--- config.mk ---
export PLATFORM = sky130hd
export DESIGN_NAME = td4_uart_loader
export DESIGN_NICKNAME = d
export VERILOG_FILES = /design/src/rtl/td4_uart_loader.sv
export SDC_FILE = /design/constraint.sdc
export NUM_CORES = 1
export LEC_CHECK = 0
export CORE_UTILIZATION = 56
export CTS_BUF_LIST = sky130_fd_sc_hd__clkbuf_8
export DETAILED_ROUTE_END_ITERATION = 16
export DONT_BUFFER_PORTS = 1
export GPL_TIMING_DRIVEN = 0
export PLACE_DENSITY = 0.82
export REMOVE_ABC_BUFFERS = 1
export SLEW_MARGIN = 20
export SYNTH_ARGS = -nofsm -noshare
export SYNTH_HDL_FRONTEND = slang
export SYNTH_SLANG_ARGS = --single-unit
--- constraint.sdc ---
create_clock -name clk -period 2.05 [get_ports clk]
set_input_delay 0.3075 -clock clk [delete_from_list [all_inputs] [get_ports clk]]
set_output_delay 0.3075 -clock clk [all_outputs]
set_load 0.005 [all_outputs]
--- src/rtl/td4_uart_loader.sv ---
// td4_uart_loader: receives a 16-instruction TD4 program over an 8N1 UART line
// and writes it, one {immediate, opcode} byte per address, into program memory.
// The CPU is held off while a load is pending or in progress.
module td4_uart_loader #(
    parameter int         CLKS_PER_BIT = 16,
    parameter logic [7:0] SYNC_BYTE    = 8'hA5
) (
    input  logic       clk,
    input  logic       rst_n,
    input  logic       enable,
    input  logic       rx,
    output logic [3:0] mem_addr,
    output logic [3:0] mem_opcode,
    output logic [3:0] mem_immediate,
    output logic       mem_we,
    output logic       cpu_hold,
    output logic       done,
    output logic       err
);

    localparam int            CW      = $clog2(CLKS_PER_BIT);
    localparam logic [CW-1:0] HALF_M1 = CW'(CLKS_PER_BIT / 2 - 1);
    localparam logic [CW-1:0] FULL_M1 = CW'(CLKS_PER_BIT - 1);
    localparam logic [CW-1:0] CNT_ONE = CW'(1);

    typedef enum logic [1:0] {R_IDLE, R_START, R_DATA, R_STOP} rx_state_t;
    typedef enum logic [1:0] {L_IDLE, L_WAIT_SYNC, L_LOAD, L_DONE} ld_state_t;

    // Receiver-to-loader handshake: byte_valid_q is high for exactly one cycle
    // and shift_q holds the received byte in that cycle. There is no ready;
    // the loader consumes or discards every byte the cycle it is offered.

    logic            rx_meta_q, rx_s_q;
    rx_state_t       rx_state_q, rx_state_d;
    logic [CW-1:0]   clk_cnt_q, clk_cnt_d;
    logic [2:0]      bit_cnt_q, bit_cnt_d;
    logic [7:0]      shift_q, shift_d;
    logic            brk_q, brk_d;
    logic            byte_valid_q, byte_valid_d;
    logic            frame_err;
    logic            rx_hold;

    ld_state_t       ld_state_q, ld_state_d;
    logic [3:0]      cnt_q, cnt_d;
    logic [3:0]      mem_addr_q, mem_addr_d;
    logic [3:0]      mem_op_q, mem_op_d;
    logic [3:0]      mem_imm_q, mem_imm_d;
    logic            mem_we_q, mem_we_d;
    logic            cpu_hold_q, cpu_hold_d;
    logic            done_q, done_d;
    logic            err_q, err_d;

    // The receiver only runs while the loader is armed.
    assign rx_hold = !enable || (ld_state_q == L_IDLE);

    // Two-flop synchronizer for the asynchronous serial line (idles high).
    always_ff @(posedge clk or negedge rst_n) begin
        if (!rst_n) begin
            rx_meta_q <= 1'b1;
            rx_s_q    <= 1'b1;
        end else begin
            rx_meta_q <= rx;
            rx_s_q    <= rx_meta_q;
        end
    end

    // Receiver next state: mid-bit sampling, false-start rejection, and a
    // break guard after a framing error so a stuck-low line cannot re-trigger.
    always_comb begin
        rx_state_d   = rx_state_q;
        clk_cnt_d    = clk_cnt_q;
        bit_cnt_d    = bit_cnt_q;
        shift_d      = shift_q;
        brk_d        = brk_q;
        byte_valid_d = 1'b0;
        frame_err    = 1'b0;
        if (rx_hold) begin
            rx_state_d = R_IDLE;
            clk_cnt_d  = '0;
            bit_cnt_d  = '0;
            brk_d      = 1'b0;
        end else begin
            case (rx_state_q)
                R_IDLE: begin
                    if (brk_q) begin
                        if (rx_s_q) brk_d = 1'b0;
                    end else if (!rx_s_q) begin
                        rx_state_d = R_START;
                        clk_cnt_d  = '0;
                        bit_cnt_d  = '0;
                    end
                end
                R_START: begin
                    if (clk_cnt_q == HALF_M1) begin
                        clk_cnt_d  = '0;
                        rx_state_d = rx_s_q ? R_IDLE : R_DATA;
                    end else begin
                        clk_cnt_d = clk_cnt_q + CNT_ONE;
                    end
                end
                R_DATA: begin
                    if (clk_cnt_q == FULL_M1) begin
                        clk_cnt_d = '0;
                        shift_d   = {rx_s_q, shift_q[7:1]};
                        bit_cnt_d = bit_cnt_q + 3'd1;
                        if (bit_cnt_q == 3'd7) rx_state_d = R_STOP;
                    end else begin
                        clk_cnt_d = clk_cnt_q + CNT_ONE;
                    end
                end
                R_STOP: begin
                    if (clk_cnt_q == FULL_M1) begin
                        clk_cnt_d  = '0;
                        rx_state_d = R_IDLE;
                        if (rx_s_q) begin
                            byte_valid_d = 1'b1;
                        end else begin
                            frame_err = 1'b1;
                            brk_d     = 1'b1;
                        end
                    end else begin
                        clk_cnt_d = clk_cnt_q + CNT_ONE;
                    end
                end
                default: rx_state_d = R_IDLE;
            endcase
        end
    end

    // Loader next state: sync hunt, sequential memory writes, completion.
    // DONE is entered on the cycle of the 16th strobe so that done rises the
    // cycle after the write is visible on the memory port.
    always_comb begin
        ld_state_d = ld_state_q;
        cnt_d      = cnt_q;
        mem_addr_d = mem_addr_q;
        mem_op_d   = mem_op_q;
        mem_imm_d  = mem_imm_q;
        mem_we_d   = 1'b0;
        err_d      = err_q;
        if (!enable) begin
            ld_state_d = L_IDLE;
            cnt_d      = 4'd0;
        end else begin
            if (frame_err) err_d = 1'b1;
            case (ld_state_q)
                L_IDLE: begin
                    ld_state_d = L_WAIT_SYNC;
                    cnt_d      = 4'd0;
                end
                L_WAIT_SYNC: begin
                    if (byte_valid_q && (shift_q == SYNC_BYTE)) begin
                        ld_state_d = L_LOAD;
                        cnt_d      = 4'd0;
                        err_d      = 1'b0;
                    end
                end
                L_LOAD: begin
                    if (frame_err) begin
                        ld_state_d = L_WAIT_SYNC;
                        cnt_d      = 4'd0;
                    end else if (byte_valid_q) begin
                        mem_we_d   = 1'b1;
                        mem_addr_d = cnt_q;
                        mem_op_d   = shift_q[3:0];
                        mem_imm_d  = shift_q[7:4];
                        cnt_d      = cnt_q + 4'd1;
                    end else if (mem_we_q && (mem_addr_q == 4'hF)) begin
                        ld_state_d = L_DONE;
                    end
                end
                L_DONE: ld_state_d = L_DONE;
                default: ld_state_d = L_IDLE;
            endcase
        end
    end

    // Status outputs are registered images of the next loader state.
    always_comb begin
        cpu_hold_d = (ld_state_d == L_WAIT_SYNC) || (ld_state_d == L_LOAD);
        done_d     = (ld_state_d == L_DONE);
    end

    // All receiver and loader state; reset drops every output at once.
    always_ff @(posedge clk or negedge rst_n) begin
        if (!rst_n) begin
            rx_state_q   <= R_IDLE;
            clk_cnt_q    <= '0;
            bit_cnt_q    <= '0;
            shift_q      <= '0;
            brk_q        <= 1'b0;
            byte_valid_q <= 1'b0;
            ld_state_q   <= L_IDLE;
            cnt_q        <= '0;
            mem_addr_q   <= '0;
            mem_op_q     <= '0;
            mem_imm_q    <= '0;
            mem_we_q     <= 1'b0;
            cpu_hold_q   <= 1'b0;
            done_q       <= 1'b0;
            err_q        <= 1'b0;
        end else begin
            rx_state_q   <= rx_state_d;
            clk_cnt_q    <= clk_cnt_d;
            bit_cnt_q    <= bit_cnt_d;
            shift_q      <= shift_d;
            brk_q        <= brk_d;
            byte_valid_q <= byte_valid_d;
            ld_state_q   <= ld_state_d;
            cnt_q        <= cnt_d;
            mem_addr_q   <= mem_addr_d;
            mem_op_q     <= mem_op_d;
            mem_imm_q    <= mem_imm_d;
            mem_we_q     <= mem_we_d;
            cpu_hold_q   <= cpu_hold_d;
            done_q       <= done_d;
            err_q        <= err_d;
        end
    end

    assign mem_addr      = mem_addr_q;
    assign mem_opcode    = mem_op_q;
    assign mem_immediate = mem_imm_q;
    assign mem_we        = mem_we_q;
    assign cpu_hold      = cpu_hold_q;
    assign done          = done_q;
    assign err           = err_q;

endmodule

# [After elaboration in Yosys (flattened, before gate mapping)]
# Index checks and enable logic that the tools add are counted.
[word_totals] reg_bits=43 input_bits=4 output_inout_bits=16 word_cells=114
[op_classes] add_sub_neg=3 n_eq_ne=24 muxes=51 bitwise_logic=2 n_reduce_logical=17
[ops] operator="two-way mux 4 bit" n=9
[ops] operator="two-way mux 2 bit" n=13
[ops] operator="inequality test 3 bit (second input constant)" n=8
[ops] operator="one-hot mux 4 bit (3 select lines)" n=2
[ops] operator="two-way mux 1 bit" n=19
[ops] operator="one-hot mux 2 bit (4 select lines)" n=2
[ops] operator="== test 2 bit (second input constant)" n=6
[ops] operator="two-way mux 3 bit" n=4
[ops] operator="AND reduction 3 bit" n=3
[ops] operator="adder 4 x 1 -> 4 bit (second input constant)" n=2
[ops] operator="== test 4 bit (second input constant)" n=2
[ops] operator="== test 8 bit (second input constant)" n=1
[ops] operator="AND reduction 4 bit" n=2
[ops] operator="== test 2 x 1 -> 1 bit (second input constant)" n=3
[ops] operator="one-hot mux 3 bit (2 select lines)" n=1
[ops] operator="AND reduction 6 bit" n=1
[ops] operator="nonzero test 3 bit" n=2
[ops] operator="== test 4 x 3 -> 1 bit (second input constant)" n=1
[ops] operator="zero test 2 bit" n=2
[ops] operator="inequality test 4 x 1 -> 1 bit (second input constant)" n=1
[ops] operator="inequality test 4 bit (second input constant)" n=1
[ops] operator="adder 3 x 1 -> 3 bit (second input constant)" n=1
[ops] operator="== test 3 bit (second input constant)" n=1
[ops] operator="logical AND 1 bit" n=2
[ops] operator="6 further kinds" n=8

# [Logic depth before layout (Yosys ltp)]
[logic_depth] ltp_word=9 depth_mapped=8 mapped_depth_nobuf=7

# [Worst setup path after synthesis]
# Ideal clock, no wire load.
[synth_path] path_type="reg-to-reg" startpoint="register ld_state_q[0]" endpoint="register mem_addr_q[0] (netlist: mem_addr[0])" setup_ps=125 arrival_ps=1919 t_required_ps=1925 path_slack_ps=5 path_stages_with_launch=9 n_path_buf=2 synth_period_minus_slack_ps=2045 cell_sequence="dfrtp_1 -> inv_1 -> ha_1 -> nand3b_2 -> o311a_4 -> and2_4 -> buf_6 -> buf_12 -> mux2_4"
[synth_via] elab_chain_len=5 word_cells_on_any_way=6 cone_classes="eq/ne: 1; mux: 1; bitwise: 1; reduce/logical: 3"
[synth_rtl] item="start, declared" line_no="43" rtl="ld_state_t ld_state_q, ld_state_d;"
[synth_rtl] item="start signal, assigned" line_no="209" rtl="ld_state_q <= ld_state_d;"
[synth_rtl] item="zero test 2 bit" line_no="54" rtl="assign rx_hold = !enable || (ld_state_q == L_IDLE);"
[synth_rtl] item="logical OR 1 bit" line_no="54"
[synth_rtl] item="two-way mux 1 bit" line_no="77" rtl="if (rx_hold) begin"
[synth_rtl] item="inverter 1 bit (no source line)"
[synth_rtl] item="AND reduction 4 bit (no source line) *"
[synth_rtl] item="end signal, assigned" line_no="211" rtl="mem_addr_q <= mem_addr_d;"
[synth_rtl] item="end, declared" line_no="45" rtl="logic [3:0] mem_addr_q, mem_addr_d;"
# Every way passes the cells marked *; elsewhere a longest branch is shown, timed or not.
# A chain may end at the register's enable or synchronous reset.

# [Worst setup path after layout]
[layout_path] startpoint="register ld_state_q[1]" endpoint="register cpu_hold_q (netlist: cpu_hold)"
[layout_via] elab_chain_len=8 word_cells_on_any_way=15 cone_classes="eq/ne: 5; mux: 7; reduce/logical: 3"
[layout_rtl] item="zero test 2 bit" line_no="54, 146"
[layout_rtl] item="logical OR 1 bit" line_no="54"
[layout_rtl] item="two-way mux 1 bit" line_no="77"
[layout_rtl] item="two-way mux 2 bit" line_no="159" rtl="if (frame_err) begin"
[layout_rtl] item="one-hot mux 2 bit (4 select lines) *" line_no="146" rtl="case (ld_state_q)"
[layout_rtl] item="two-way mux 2 bit *" line_no="141" rtl="if (!enable) begin"
[layout_rtl] item="net ld_state_d[1]" line_no="43"
[layout_rtl] item="== test 2 x 1 -> 1 bit / == test 2 bit (equally long branches)" line_no="180" rtl="cpu_hold_d = (ld_state_d == L_WAIT_SYNC) || (ld_state_d == L_LOAD);"
[layout_rtl] item="logical OR 1 bit *" line_no="180"
[layout_rtl] item="net cpu_hold_d" line_no="49" rtl="logic cpu_hold_q, cpu_hold_d;"
[layout_rtl] item="end signal, assigned" line_no="215" rtl="cpu_hold_q <= cpu_hold_d;"
[layout_rtl] item="end, declared" line_no="49"
# The timed path passes the listed nets; every way through them passes the cells marked *.

==> out/qor.yml <==
status: "finished clean"
coreArea_um2: 3661
start_util: 0.5803
critPathLaunchType: "register"
ys_seq_area_frac: 0.5077
r2r_cells: 7
irDropWorstVdd_mv: 0.4148
maxSlewViolCount: 0
hold_depth: 1
yosys_warnings: 0
synth.avg_cell_area_um2: 12.07
hold_viol_final: 0
grt_max_degree: 44
post-route-util: 0.6411
max_freq_mhz: 494.6
grt_pass1_vias: 1382
grt_pass1_wl_um: 6430
p_seq_frac: 0.536
crit_arrival_ps: 2200
r2r_end: "cpu_hold"
clk_latency_ps: 300
async_reset_ff_frac: 1.000
hpwl_um: 2737
drt_first_pass_iters: 4
die-width_um: 63.60
slew_headroom: 0.5225
rsz0062_at_grt: "yes"
row_count: 22
wl_per_cell_um: 17.05
synth_ff_type: "dfrtp_1"
area_growth_pct: 10.48
io_pins: 20
holdPathEnd: "err"
cp_max_fo: 6
netlist_area_um2: 2125
vias: 1373
fin_skew_ps: 4.839
grt_remaining_overflow: 0
p_comb_frac: 0.047
sw_frac_of_total: 0.2223
maxCapViolations: 0
hp-class: "in -> reg"
drt_iter0_drc: 91
power_density_nw_per_um2: 687.2
period_share: 0.9864
period_needed_ps: 2022
clk_pin_slew_ps: 80
tightest_slew_ps: 711.4
drc: 0
cts_buffers: 5
antenna_cells: 0
die_h_um: 63.60
gp_congestion: 0.8445
endpoint_kind: "register"
ant_nets: 0
die_area_um2: 4044
finalNetCount: 194
p_leak_nw: 1.121
ys_ff_latch: 43
antenna_found_initial: 0
synth_edf_count: 0
required_ps: 2230
nFillCells: 266
ctsHtreeMaxLevel: 2
numClockSinks: 43
hold-worst-slack_ps: 97.29
reg2reg_from: "ld_state_q[1]"
vias_per_cell: 5.970
cts_tree: "done"
reg2reg_slack_ps: 30
p_switching_mw: 0.3587
p_int_mw: 1.254
critPathKind: "reg -> reg"
portBuffers: 0
totalWireLength_um: 3922
grtUsageTotal: 0.2076
cts_root_buf: "clkbuf_8"
syn_inst: 176
setup_violations: 0
hp-start: "enable"
ys_types: 47
power_frac_clock: 0.418
drive_gt1_frac: 0.2967
clockBufferDepth: 2
## how the worst max path moves through the flow
stage	startpoint	end	slack, ps	cells after the start
after global routing	ld_state_q[1]	cpu_hold	-40	7
after CTS	clk_cnt_q[0]	cpu_hold	9	6
after global placement	ld_state_q[0]	cpu_hold	-30	7
final	ld_state_q[1]	cpu_hold	30	7
after detailed placement	ld_state_q[0]	cpu_hold	-130	7
after floorplan	ld_state_q[0]	cpu_hold	100	7
## layer usage
layer | global-route usage | routed length [um] | up-vias
li1 | - | - | 653
met1 | 0.2655 | 1768 | 678
met2 | 0.3391 | 1923 | 32
met3 | 0.05254 | 154 | 10
met4 | 0.07386 | 76 | 0
met5 | 0 | 0 | -
## state kept, by name (all words and copies together) (netlist names)
name,flops
cnt_q,4
mem_immediate,4
rx_meta_q,1
clk_cnt_q,4
ld_state_q,2
bit_cnt_q,3
mem_we,1
rx_s_q,1
byte_valid_q,1
done,1
err,1
mem_addr,4
shift_q,8
rx_state_q,2
mem_opcode,4
brk_q,1
cpu_hold,1
## cell usage after synthesis, types with 4 or more instances
master	n	area share
o21ai_0	12	0.028
a31oi_1	4	0.012
dfrtp_1	41	0.48
inv_1	7	0.012
mux2_2	11	0.058
a21oi_1	8	0.019
mux2_4	9	0.064
nor2_1	15	0.026
nor3_1	5	0.012
ha_1	9	0.053
a22o_1	5	0.021
nand2_1	4	0.0071
## worst max-delay path, stage by stage, from the launching register on
cell and delay [ps]:
dfrtp_1 380, inv_1 80, ha_1 220, nand3b_4 220
or3_2 480, a31oi_4 150, a21oi_2 80, ha_1 290
## final cells by class
class,count,area (um^2),area share
Inverter,7,26.28,0.01119
Tap cell,48,60.06,0.02559
Multi-Input combinational cell,119,1011,0.4307
Clock buffer,5,68.82,0.02932
Clock inverter,3,47.55,0.02026
Sequential cell,43,1079,0.4595
Timing Repair Buffer,5,55.05,0.02345
## metrics by stage
step                      instance area (um^2)  instances  setup TNS [ps]  setup WS [ps]  total power [mW]
after global routing                      2347        230          -40.16         -40.16             1.671
after CTS                                 2315        230               0          8.558             1.624
final                                     2347        230               0          27.97             1.613
after global placement                    2132        217          -36.78         -27.85            0.9224
after detailed placement                  2132        217          -799.1         -130.7            0.9268
after floorplan                           2072        169               0          99.47            0.9150
## power groups by stage
stage	clock, mW	combinational, mW	sequential, mW
floorplan	0	0.0359	0.879
global placement	0	0.0417	0.881
detailed placement	0	0.0453	0.881
CTS	0.686	0.0743	0.864
global route	0.722	0.0831	0.865
finish	0.674	0.0751	0.864
## kinds of logic after synthesis
logic type                 count (synthesis)  share of synthesized area
muxes                                     20                     0.1219
DFF                                       43                     0.5077
buffers and inverters                     14                    0.03710
xor gates and xnor gates                   1                   0.004123
adders and majority gates                  9                    0.05300
AOI/OAI and AO/OA                         40                     0.1331
and+or+nand+nor                           49                     0.1431
## what timing repair did
item                                    CTS  global route
gates resized for setup                   2             6
hold buffers                              3             0
pin swaps                                 0             1
hold endpoints to repair                 44             0
endpoints found under the setup margin   21            14
buffers inserted                          2             0
## cells in the final DEF, fill, tap and decap left out, types with 3 or more instances in the layout
cell type,synthesis,final
ha_1,9,8
a21oi_1,8,7
mux2_4,9,9
nor2_1,15,15
a211o_2,3,3
inv_1,7,7
clkbuf_8,0,5
o21ai_0,12,12
nand2_1,4,4
dfrtp_1,41,41
mux2_2,11,11
a31oi_1,4,3
nor3_1,5,5
a22o_1,5,5
Power figures use the tool's default switching activity.
